`src/rtl/halut_pkg.sv`:
```
// ============================================================================
// Module      : halut_pkg
// Description : Shared types and constants for the HALUT matmul control path.
// Revision    : 1.0 - initial release
// ============================================================================
`default_nettype none

package halut_pkg;

   localparam int unsigned c_default_drain_cycles = 8;

   typedef enum logic [1:0] {
      OP_LOAD_ENC = 2'd0,
      OP_LOAD_DEC = 2'd1,
      OP_RUN      = 2'd2,
      OP_RSVD     = 2'd3
   } ctrl_op_e;

   typedef enum logic [2:0] {
      ST_IDLE     = 3'd0,
      ST_LOAD_ENC = 3'd1,
      ST_LOAD_DEC = 3'd2,
      ST_RUN      = 3'd3,
      ST_DRAIN    = 3'd4
   } ctrl_state_e;

   // Width of an index over n items, never narrower than one bit.
   function automatic int unsigned clog2_min1(input int unsigned n);
      return (n <= 1) ? 1 : $clog2(n);
   endfunction

endpackage

`default_nettype wire

```
`src/rtl/halut_cfg_addr_gen.sv`:
```
// ============================================================================
// Module      : halut_cfg_addr_gen
// Description : Nested outer/inner counter walking a config word stream.
// Revision    : 1.0 - initial release
// ============================================================================
`default_nettype none

module halut_cfg_addr_gen #(
   parameter int unsigned OUTER_N = 4,
   parameter int unsigned INNER_N = 128,
   parameter int unsigned OUTER_W = 2,
   parameter int unsigned INNER_W = 7
) (
   input  logic               clk_i,
   input  logic               rst_i,
   input  logic               clr_i,
   input  logic               step_i,
   output logic [OUTER_W-1:0] outer_o,
   output logic [INNER_W-1:0] inner_o,
   output logic               last_o
);

   localparam logic [OUTER_W-1:0] c_outer_max = OUTER_W'(OUTER_N - 1);
   localparam logic [INNER_W-1:0] c_inner_max = INNER_W'(INNER_N - 1);

   logic [OUTER_W-1:0] r_outer;
   logic [INNER_W-1:0] r_inner;

   always_ff @(posedge clk_i) begin
      if (rst_i || clr_i) begin
         r_outer <= '0;
         r_inner <= '0;
      end else if (step_i) begin
         if (r_inner == c_inner_max) begin
            r_inner <= '0;
            r_outer <= (r_outer == c_outer_max) ? '0 : r_outer + 1'b1;
         end else begin
            r_inner <= r_inner + 1'b1;
         end
      end
   end

   assign outer_o = r_outer;
   assign inner_o = r_inner;
   assign last_o  = (r_outer == c_outer_max) && (r_inner == c_inner_max);

endmodule

`default_nettype wire

```
`src/rtl/halut_matmul_ctrl.sv`:
```
// ============================================================================
// Module      : halut_matmul_ctrl
// Description : Command sequencer driving HALUT core config writes and runs.
// Revision    : 1.0 - initial release
// ============================================================================
`default_nettype none

module halut_matmul_ctrl
   import halut_pkg::*;
#(
   parameter int unsigned K             = 16,
   parameter int unsigned C             = 32,
   parameter int unsigned M             = 32,
   parameter int unsigned DataTypeWidth = 16,
   parameter int unsigned DecoderUnits  = 16,
   parameter int unsigned EncUnits      = 4,
   parameter int unsigned RunLenWidth   = 16,
   parameter int unsigned DrainCycles   = c_default_drain_cycles,
   localparam int unsigned DecUnitsX          = M / DecoderUnits,
   localparam int unsigned TotalAddrWidth     = $clog2(C * K),
   localparam int unsigned DecAddrWidth       = $clog2(DecoderUnits),
   localparam int unsigned ThreshMemAddrWidth = $clog2((C / EncUnits) * K)
) (
   input  logic                                        clk_i,
   input  logic                                        rst_i,
   input  logic                                        cmd_valid_i,
   output logic                                        cmd_ready_o,
   input  logic [1:0]                                  cmd_op_i,
   input  logic [RunLenWidth-1:0]                      cmd_len_i,
   input  logic                                        wvalid_i,
   output logic                                        wready_o,
   input  logic [DataTypeWidth-1:0]                    wdata_i,
   output logic [EncUnits-1:0][ThreshMemAddrWidth-1:0] waddr_enc_o,
   output logic [EncUnits-1:0][DataTypeWidth-1:0]      wdata_enc_o,
   output logic [EncUnits-1:0]                         we_enc_o,
   output logic [DecUnitsX-1:0][DecAddrWidth-1:0]      m_addr_dec_o,
   output logic [DecUnitsX-1:0][TotalAddrWidth-1:0]    waddr_dec_o,
   output logic [DecUnitsX-1:0][DataTypeWidth-1:0]     wdata_dec_o,
   output logic [DecUnitsX-1:0]                        we_dec_o,
   output logic                                        encoder_o,
   input  logic [DecUnitsX-1:0]                        dec_valid_i,
   output logic                                        busy_o,
   output logic                                        done_o,
   output logic                                        err_o,
   output logic [RunLenWidth-1:0]                      result_cnt_o
);

   localparam int unsigned c_enc_outer_w = clog2_min1(EncUnits);
   localparam int unsigned c_dec_outer_w = clog2_min1(M);
   localparam int unsigned c_dec_x_w     = clog2_min1(DecUnitsX);
   localparam int unsigned c_drain_w     = clog2_min1(DrainCycles + 1);

   ctrl_state_e r_state;

   logic [EncUnits-1:0][ThreshMemAddrWidth-1:0] r_waddr_enc;
   logic [EncUnits-1:0][DataTypeWidth-1:0]      r_wdata_enc;
   logic [EncUnits-1:0]                         r_we_enc;
   logic [DecUnitsX-1:0][DecAddrWidth-1:0]      r_m_addr_dec;
   logic [DecUnitsX-1:0][TotalAddrWidth-1:0]    r_waddr_dec;
   logic [DecUnitsX-1:0][DataTypeWidth-1:0]     r_wdata_dec;
   logic [DecUnitsX-1:0]                        r_we_dec;
   logic                                        r_encoder;
   logic                                        r_done;
   logic                                        r_err;
   logic [RunLenWidth-1:0]                      r_result_cnt;
   logic [RunLenWidth-1:0]                      r_run_left;
   logic [c_drain_w-1:0]                        r_idle_cnt;

   logic [c_enc_outer_w-1:0]      w_enc_unit;
   logic [ThreshMemAddrWidth-1:0] w_enc_addr;
   logic                          w_enc_last;
   logic [c_dec_outer_w-1:0]      w_dec_outer;
   logic [TotalAddrWidth-1:0]     w_dec_addr;
   logic                          w_dec_last;
   logic [c_dec_x_w-1:0]          w_dec_x;
   logic [DecAddrWidth-1:0]       w_dec_m;
   logic                          w_unused_dec_valid;

   halut_cfg_addr_gen #(
      .OUTER_N (EncUnits),
      .INNER_N ((C / EncUnits) * K),
      .OUTER_W (c_enc_outer_w),
      .INNER_W (ThreshMemAddrWidth)
   ) u_enc_addr_gen (
      .clk_i   (clk_i),
      .rst_i   (rst_i),
      .clr_i   (r_state == ST_IDLE),
      .step_i  (wvalid_i && (r_state == ST_LOAD_ENC)),
      .outer_o (w_enc_unit),
      .inner_o (w_enc_addr),
      .last_o  (w_enc_last)
   );

   // Decoder stream counts output columns outermost; x and m are split from it.
   halut_cfg_addr_gen #(
      .OUTER_N (M),
      .INNER_N (C * K),
      .OUTER_W (c_dec_outer_w),
      .INNER_W (TotalAddrWidth)
   ) u_dec_addr_gen (
      .clk_i   (clk_i),
      .rst_i   (rst_i),
      .clr_i   (r_state == ST_IDLE),
      .step_i  (wvalid_i && (r_state == ST_LOAD_DEC)),
      .outer_o (w_dec_outer),
      .inner_o (w_dec_addr),
      .last_o  (w_dec_last)
   );

   assign w_dec_x = c_dec_x_w'(32'(w_dec_outer) / DecoderUnits);
   assign w_dec_m = DecAddrWidth'(32'(w_dec_outer) % DecoderUnits);

   // Only decoder column 0 is counted; the other valids are observed but unused.
   assign w_unused_dec_valid = ^dec_valid_i;

   always_ff @(posedge clk_i) begin
      if (rst_i) begin
         r_state      <= ST_IDLE;
         r_waddr_enc  <= '0;
         r_wdata_enc  <= '0;
         r_we_enc     <= '0;
         r_m_addr_dec <= '0;
         r_waddr_dec  <= '0;
         r_wdata_dec  <= '0;
         r_we_dec     <= '0;
         r_encoder    <= 1'b0;
         r_done       <= 1'b0;
         r_err        <= 1'b0;
         r_result_cnt <= '0;
         r_run_left   <= '0;
         r_idle_cnt   <= '0;
      end else begin
         r_we_enc <= '0;
         r_we_dec <= '0;
         r_done   <= 1'b0;
         r_err    <= 1'b0;
         case (r_state)
            ST_IDLE: begin
               if (cmd_valid_i) begin
                  case (ctrl_op_e'(cmd_op_i))
                     OP_LOAD_ENC: r_state <= ST_LOAD_ENC;
                     OP_LOAD_DEC: r_state <= ST_LOAD_DEC;
                     OP_RUN: begin
                        r_result_cnt <= '0;
                        r_idle_cnt   <= '0;
                        r_run_left   <= cmd_len_i;
                        if (cmd_len_i == '0) begin
                           r_state <= ST_DRAIN;
                        end else begin
                           r_state   <= ST_RUN;
                           r_encoder <= 1'b1;
                        end
                     end
                     default: r_err <= 1'b1;
                  endcase
               end
            end
            ST_LOAD_ENC: begin
               if (wvalid_i) begin
                  r_we_enc                <= EncUnits'(1) << w_enc_unit;
                  r_waddr_enc[w_enc_unit] <= w_enc_addr;
                  r_wdata_enc[w_enc_unit] <= wdata_i;
                  if (w_enc_last) begin
                     r_state <= ST_IDLE;
                     r_done  <= 1'b1;
                  end
               end
            end
            ST_LOAD_DEC: begin
               if (wvalid_i) begin
                  r_we_dec              <= DecUnitsX'(1) << w_dec_x;
                  r_m_addr_dec[w_dec_x] <= w_dec_m;
                  r_waddr_dec[w_dec_x]  <= w_dec_addr;
                  r_wdata_dec[w_dec_x]  <= wdata_i;
                  if (w_dec_last) begin
                     r_state <= ST_IDLE;
                     r_done  <= 1'b1;
                  end
               end
            end
            ST_RUN: begin
               if (dec_valid_i[0] && (r_result_cnt != '1)) r_result_cnt <= r_result_cnt + 1'b1;
               r_run_left <= r_run_left - 1'b1;
               if (r_run_left == RunLenWidth'(1)) begin
                  r_encoder <= 1'b0;
                  r_state   <= ST_DRAIN;
               end
            end
            ST_DRAIN: begin
               if (dec_valid_i[0] && (r_result_cnt != '1)) r_result_cnt <= r_result_cnt + 1'b1;
               if (dec_valid_i[0]) begin
                  r_idle_cnt <= '0;
               end else if (r_idle_cnt == c_drain_w'(DrainCycles - 1)) begin
                  r_state <= ST_IDLE;
                  r_done  <= 1'b1;
               end else begin
                  r_idle_cnt <= r_idle_cnt + 1'b1;
               end
            end
            default: r_state <= ST_IDLE;
         endcase
      end
   end

   assign cmd_ready_o  = (r_state == ST_IDLE);
   assign wready_o     = (r_state == ST_LOAD_ENC) || (r_state == ST_LOAD_DEC);
   assign busy_o       = (r_state != ST_IDLE);
   assign waddr_enc_o  = r_waddr_enc;
   assign wdata_enc_o  = r_wdata_enc;
   assign we_enc_o     = r_we_enc;
   assign m_addr_dec_o = r_m_addr_dec;
   assign waddr_dec_o  = r_waddr_dec;
   assign wdata_dec_o  = r_wdata_dec;
   assign we_dec_o     = r_we_dec;
   assign encoder_o    = r_encoder;
   assign done_o       = r_done;
   assign err_o        = r_err;
   assign result_cnt_o = r_result_cnt;

endmodule

`default_nettype wire

```
`config.mk`:
```
export PLATFORM = sky130hd
export DESIGN_NAME = halut_matmul_ctrl
export DESIGN_NICKNAME = d
export VERILOG_FILES = /design/src/rtl/halut_pkg.sv /design/src/rtl/halut_cfg_addr_gen.sv /design/src/rtl/halut_matmul_ctrl.sv
export SDC_FILE = /design/constraint.sdc
export NUM_CORES = 1
export LEC_CHECK = 0
export CAP_MARGIN = 20
export CORE_ASPECT_RATIO = 0.9
export CORE_MARGIN = 2
export CORE_UTILIZATION = 47
export DETAILED_ROUTE_END_ITERATION = 12
export PLACE_DENSITY = 0.81
export REMOVE_ABC_BUFFERS = 1
export SLEW_MARGIN = 30
export SYNTH_ARGS = -nofsm -noshare
export SYNTH_HDL_FRONTEND = slang
export SYNTH_HIERARCHICAL = 1
export SYNTH_SLANG_ARGS = --single-unit
```
`constraint.sdc`:
```
create_clock -name clk_i -period 2.8 [get_ports clk_i]
set_input_delay 0.56 -clock clk_i [delete_from_list [all_inputs] [get_ports clk_i]]
set_output_delay 0.56 -clock clk_i [all_outputs]
set_load 0.01 [all_outputs]
```
==> results by group, run 1 <==
Worst hold path
  – Path category of the worst min-delay check: in -> reg
  – Hold Path Cell Cnt: 2

Drt
  – Via/cell ratio: 5.47
  – WL per Instance: 16.3 um
  – Antenna viol nets, final: 0
  – Vias: 8763
  – DRT Pass-1 Iters: 5
  – Iter 0 DRT Violations: ~550
  – Drt drc: 0
  – Total wire length: 26100 um

Run status
  – Status: finished, final reports clean

Synthesis
  – Post-Syn Instances: 1132
  – Largest area contributor in the netlist: dfxtp_1
  – Top_reg_cell synth: dfxtp_1
  – YS warnings: 6
  – Number of distinct library cells after synthesis: 73
  – Mapped Area: 9080 sq um
  – Register area share after synthesis: 0.487
  – Share of the synthesized area in the top cell type: 0.487
  – Dominant cells by area after synthesis: dfxtp_1 (49%), nand2_1 (14%), a21oi_1 (10%)
  – Asr flop ratio synth: 0
  – Syn avg cell area: 8.02 sq um
  – Number of synthesized flops with an enable pin: 0
  – Most numerous cell in the Yosys netlist: nand2_1
  – Synth cell count leaders: nand2_1 (335), dfxtp_1 (221), a21oi_1 (186), nor2_1 (64), clkbuf_1 (49)
  – Post-synthesis register bit count: between 200 and 250

Final layout
  – Ant. Diodes: 0
  – Fill cell count: 1574
  – Fin nets: 1391
  – Layout cells sized above 1: 0.0746
  – Non-Filler Instances: between 1500 and 2000
  – Layout area overhead: 35.9%
  – Final Cell Area: 12300 sq um

Timing
  – Slew Viols, Final: 0
  – Worst slew pin tran: 0.798 ns
  – Slew HR: 0.468
  – TNS Setup: 0 ns
  – Fmax achieved: 0.392 GHz
  – Unrepaired setup endpoints after global routing: false
  – Endpoints failing setup: 0
  – Minimum clock period: 2.55 ns
  – Fin. Hold Viols: 0
  – Fin crit share: 0.911
  – Clock Skew: between 0.015 and 0.02 ns

GRT
  – Total grt overflow: 0
  – First-pass GRT wire length: 40900 um
  – Initial antenna violation count: 0
  – Pin count of the biggest net entering global routing: 80
  – GRT Overall Usage: 0.246
  – Vias in the first global route: 8055

CTS
  – Later-pin clock latency in the skew report: around 0.5 ns
  – Clk pin slew, worst setup/hold paths: about 0.06 ns
  – TritonCTS clock tree: yes
  – CTS root buffer: clkbuf_16
  – Hold buffers post-CTS: 0
  – TritonCTS buffer count: 24
  – Postcts setup bufs: 0
  – Post-CTS sizing: 0
  – H-tree levels: 1
  – Sink Count: between 200 and 250
  – CTS Buffer Depth: 3

Critical path
  – Kind of critical path: reg -> out
  – Worst Path Required: 2.24 ns
  – Setup crit start kind: flip-flop
  – Reg2Reg Depth: 10
  – WP data arrival: 1.99 ns
  – Setup crit end kind: primary output
  – Max FO, Critical Path: 17

Place
  – GP Congestion: 0.873
  – Number of I/O port buffers: about 220
  – HPWL Detailed: between 15000 and 20000 um
  – Cells after DPL: 1560
  – Placed cell area: 11500 sq um

Power and ir drop
  – Peak supply drop: 0.414 mV
  – PD cells: approximately 620 nW/um^2
  – Leak Pwr: 0.00414 uW

Flow run
  – Max cap viols: 0

Die
  – Starting Density: 0.477
  – Die extent in y: approximately 140 um
  – Die area: 20400 sq um
  – Die W: 150 um
  – IO Count: 218
  – Row cnt: 48
  – CORE AREA: 19000 sq um
[report_power, final]
group	internal, uW	switching (uW)
Sequential	3220	113
Combinational	461	642
Clock	1950	1250
Total	5640	2000
[logic make-up after synthesis]
| kind of cell | synth area share |
|---|---|
| buf+inv | 0.0382 |
| fa+ha+maj | 0.0207 |
| xor+xnor | 0.0183 |
| mux | 0.00910 |
| compound gates | 0.159 |
| simple gates | 0.267 |
| flops | 0.487 |
[placed cells by master, fill, tap and decap left out, types with 5 or more instances in the layout]
master and count:
nand2_1 335, clkbuf_8 5, or3_1 9, inv_1 12, xnor2_1 13, nand4_1 15, o21ai_0 27, nor2_1 64
clkbuf_1 7, a21oi_1 186, nor3_1 13, clkdlybuf4s50_1 215, nand2b_1 5, nand3_1 18, buf_4 31, mux2i_1 6
xor2_1 6, nor4_1 11, and3_1 6, clkbuf_16 25, nor3b_1 6, ha_1 15, dfxtp_1 221
[sequential cells by signal, indices dropped and copies added, names as in the netlist, 5 cells and up]
signal / flops
u_enc_addr_gen/inner_o: 7
wdata_dec_o: 32
r_run_left: 16
u_dec_addr_gen/outer_o: 5
result_cnt_o: 16
wdata_enc_o: 64
waddr_dec_o: 18
u_dec_addr_gen/inner_o: 9
m_addr_dec_o: 8
waddr_enc_o: 28
[routing by layer]
| layer | global-route usage | up-vias | part of all wire |
|---|---|---|---|
| met5 | 0 | - | 0 |
| met4 | 0.0896 | 0 | 0.038 |
| met3 | 0.0383 | 57 | 0.068 |
| met2 | 0.409 | 347 | 0.47 |
| met1 | 0.324 | 4097 | 0.43 |
| li1 | - | 4262 | - |
[per-stage QoR]
stage / utilization / hold WS, ns / power, uW / setup WS (ns)
2_1_floorplan: - / 0.443 / 3970 / 0.171
3_3_place_gp: 0.606 / 0.441 / 4470 / 0.177
3_5_place_dp: 0.606 / 0.446 / 4490 / 0.147
4_1_cts: 0.648 / 0.423 / 7680 / 0.202
5_1_grt: 0.648 / 0.456 / 7920 / 0.116
6_report: 0.648 / 0.429 / 7640 / 0.248
[critical path, stage by stage (launching register included)]
cell and delay, ns:
dfxtp_1 0.66, xnor2_1 0.12, nor2_1 0.15, clkdlybuf4s50_1 0.56
[layout make-up]
type / instances / area (sq um) / area share
sequential: 221 / 4420 / 0.359
multi-input combinational: 827 / 4310 / 0.349
timing repair buffer: 249 / 2440 / 0.197
clock buffer: 37 / 721 / 0.0584
tap: 250 / 313 / 0.0254
clock inverter: 6 / 83.8 / 0.00680
inverter: 13 / 48.8 / 0.00396
[path summary, 6_finish.rpt]
kind                                                             start                          end  slack, ns
worst max-delay path                           r_state[1]$_SDFFE_PP0P_                     wready_o       0.25
worst min-delay path                                             rst_i   r_run_left[8]$_SDFFE_PP0P_       0.43
worst max register to register  u_dec_addr_gen/inner_o[0]$_SDFFE_PP0P_      r_state[2]$_SDFFE_PP0P_       0.51
worst min register to register             wdata_dec_o[1]$_SDFFE_PP0P_  wdata_dec_o[1]$_SDFFE_PP0P_       0.45
Power figures use the tool's default switching activity.
==> inputs of run 2 (changes only) <==
clock period = 2.7 ns   (was 2.8 ns; I/O delays follow)
==> results by group, run 2 (same netlist as run 1, synthesis figures left out) <==
Final layout
  – Post-Route Utilization: 0.648
  – Ant. Diodes: 0
  – Fill cell count: 1593
  – Largest register FFs: 64
  – Most frequent cells in the layout: nand2_1 (335), dfxtp_1 (221), clkdlybuf4s50_1 (215), a21oi_1 (186), nor2_1 (64)
  – Seq. cell area: 4420 sq um
  – Layout cells sized above 1: 0.0769
  – Commonest non-fill, non-tap cell in the layout: nand2_1
  – Layout area overhead: 35.9%
  – Fin nets: 1392
  – Footprint of the multi-input gates: ~4300 sq um

Worst hold path
  – Path category of the worst min-delay check: in -> reg

Power and ir drop
  – NetSw: 2080 uW
  – Int Pwr: ~5800 uW
  – Peak supply drop: 0.405 mV
  – Final Power: 7840 uW
  – Clk pwr share: 0.411
  – PD cells: around 640 nW/um^2
  – Net Sw Frac: 0.265
  – Leak Pwr: 0.00415 uW
  – Seq pwr share: 0.434
  – Comb pwr share: 0.155

Critical path
  – Worst Path Required: about 2.2 ns
  – Critical path's slowest cell: clkdlybuf4s50_1
  – Worst path depth: 3
  – Setup crit start kind: flip-flop
  – Max FO, Critical Path: 6
  – Setup crit end kind: primary output
  – Crit path to: busy_o
  – WP data arrival: 2.00 ns
  – CP Cell Sequence: nor3_2 -> inv_1 -> clkdlybuf4s50_1
  – Kind of critical path: reg -> out
  – CP Buf/Inv Count: 2
  – R2r setup slk: around 0.44 ns
  – Reg2reg start: r_run_left[0]$_SDFFE_PP0P_
  – Crit path launch: r_state[2]$_SDFFE_PP0P_
  – Top delay family on crit path: buffers and inverters
  – Crit-path max cell delay: roughly 0.52 ns
  – Reg-to-Reg End: r_run_left[14]$_SDFFE_PP0P_
  – Reg2Reg Depth: 7

Timing
  – Hold Slack: 0.321 ns
  – Fin crit share: 0.941
  – Fin. Hold Viols: 0
  – Unrepaired setup endpoints after global routing: false
  – TNS Setup: 0 ns
  – Clock Skew: 0.0202 ns
  – Minimum clock period: 2.54 ns
  – Slew Viols, Final: 0
  – Fmax achieved: 0.394 GHz
  – Endpoints failing setup: 0
  – Worst slew pin tran: 0.893 ns
  – Slew HR: 0.404

Place
  – HPWL Detailed: 17400 um
  – GP Congestion: 0.886
  – Number of I/O port buffers: roughly 220

Drt
  – Vias: 8730
  – Iter 0 DRT Violations: 472
  – Total wire length: 26000 um
  – Drt drc: 0
  – Via/cell ratio: 5.45
  – DRT Pass-1 Iters: 5
  – Antenna viol nets, final: 0
  – WL per Instance: around 16 um

CTS
  – TritonCTS clock tree: yes
  – CTS Buffer Depth: 3
  – Later-pin clock latency in the skew report: 0.51 ns
  – H-tree levels: 1
  – Post-CTS sizing: 0
  – CTS root buffer: clkbuf_16
  – Sink Count: 221
  – Clk pin slew, worst setup/hold paths: 0.06 ns
  – TritonCTS buffer count: 23
  – Postcts setup bufs: 0
  – Hold buffers post-CTS: 0

GRT
  – First-pass GRT wire length: 40500 um
  – Pin count of the biggest net entering global routing: 90
  – Total grt overflow: 0
  – Vias in the first global route: 8031
  – Initial antenna violation count: 0
  – GRT Overall Usage: 0.243

Die
  – Starting Density: 0.477
  – IO Count: 218
  – Die area: 20400 sq um
  – Die W: 150 um
  – Die extent in y: between 100 and 150 um
  – CORE AREA: 19000 sq um
  – Row cnt: 48

Run status
  – Status: finished, final reports clean

Flow run
  – Max cap viols: 0
run 2: cell count changes in the layout (fill, tap and decap cells not counted):
cell / change
clkbuf_8: +1
clkbuf_1: -3
clkbuf_16: -2
buf_12: +2
clkinvlp_4: +1
clkinv_2: +1
run 2: how the worst min path moves through the flow:
stage | depth (start not counted) | to | slack [ns] | startpoint
after floorplan | 2 | r_idle_cnt[1]$_SDFFE_PP0P_ | 0.44 | r_idle_cnt[1]$_SDFFE_PP0P_
after global placement | 2 | waddr_enc_o[22]$_SDFFE_PP0P_ | 0.44 | waddr_enc_o[22]$_SDFFE_PP0P_
after detailed placement | 2 | wdata_enc_o[26]$_SDFFE_PP0P_ | 0.45 | wdata_enc_o[26]$_SDFFE_PP0P_
after CTS | 2 | result_cnt_o[1]$_SDFFE_PP0P_ | 0.30 | rst_i
after global routing | 2 | r_run_left[7]$_SDFFE_PP0P_ | 0.32 | rst_i
final | 2 | r_run_left[4]$_SDFFE_PP0P_ | 0.32 | rst_i
run 2: per-layer routing:
metal / global-route usage / part of all wire / wire [um] / vias up
li1: - / - / - / 4268
met1: 0.317 / 0.42 / 10900 / 4085
met2: 0.404 / 0.47 / 12200 / 308
met3: 0.0372 / 0.066 / 1730 / 69
met4: 0.100 / 0.042 / 1090 / 0
met5: 0 / 0 / 0 / -
run 2: layout make-up:
type	count	share of cell area
flip-flops and latches	221	0.359
multi-input cells	827	0.349
repair buffers	251	0.201
clock buffers	33	0.0545
well taps	250	0.0253
clock inverters	8	0.00781
inverters	13	0.00395
run 2: worst reg2reg max path: stages, from the launching register on:
cell     delay, ns
dfxtp_1       0.37
inv_1         0.10
ha_1          0.20
nor3b_1       0.49
nand4_1       0.27
or4_1         0.45
a32oi_1       0.20
nor2_1        0.05
run 2: per-stage QoR:
| stage | instance area [sq um] | worst slack, ns | std cells |
|---|---|---|---|
| 2_1_floorplan | 8780 | 0.0910 | 1061 |
| 3_3_place_gp | 11600 | 0.158 | 1562 |
| 3_5_place_dp | 11600 | 0.110 | 1562 |
| 4_1_cts | 12300 | 0.137 | 1603 |
| 5_1_grt | 12300 | 0.0850 | 1603 |
| 6_report | 12300 | 0.159 | 1603 |
run 2: power by group through the flow:
| stage | logic [uW] | clock network, uW | registers [uW] |
|---|---|---|---|
| CTS | 1210 | 3260 | 3400 |
| global placement | 1180 | 0 | 3470 |
| floorplan | 599 | 0 | 3520 |
| finish | 1210 | 3220 | 3400 |
| detailed placement | 1210 | 0 | 3480 |
| global route | 1330 | 3370 | 3410 |
==> inputs of run 3 (changes only) <==
CAP_MARGIN = 30   (was 20)
SKIP_LAST_GASP = 1   (was default)
==> results of run 3 <==
No change in the layout: final DEF, timing and power equal those of run 2.
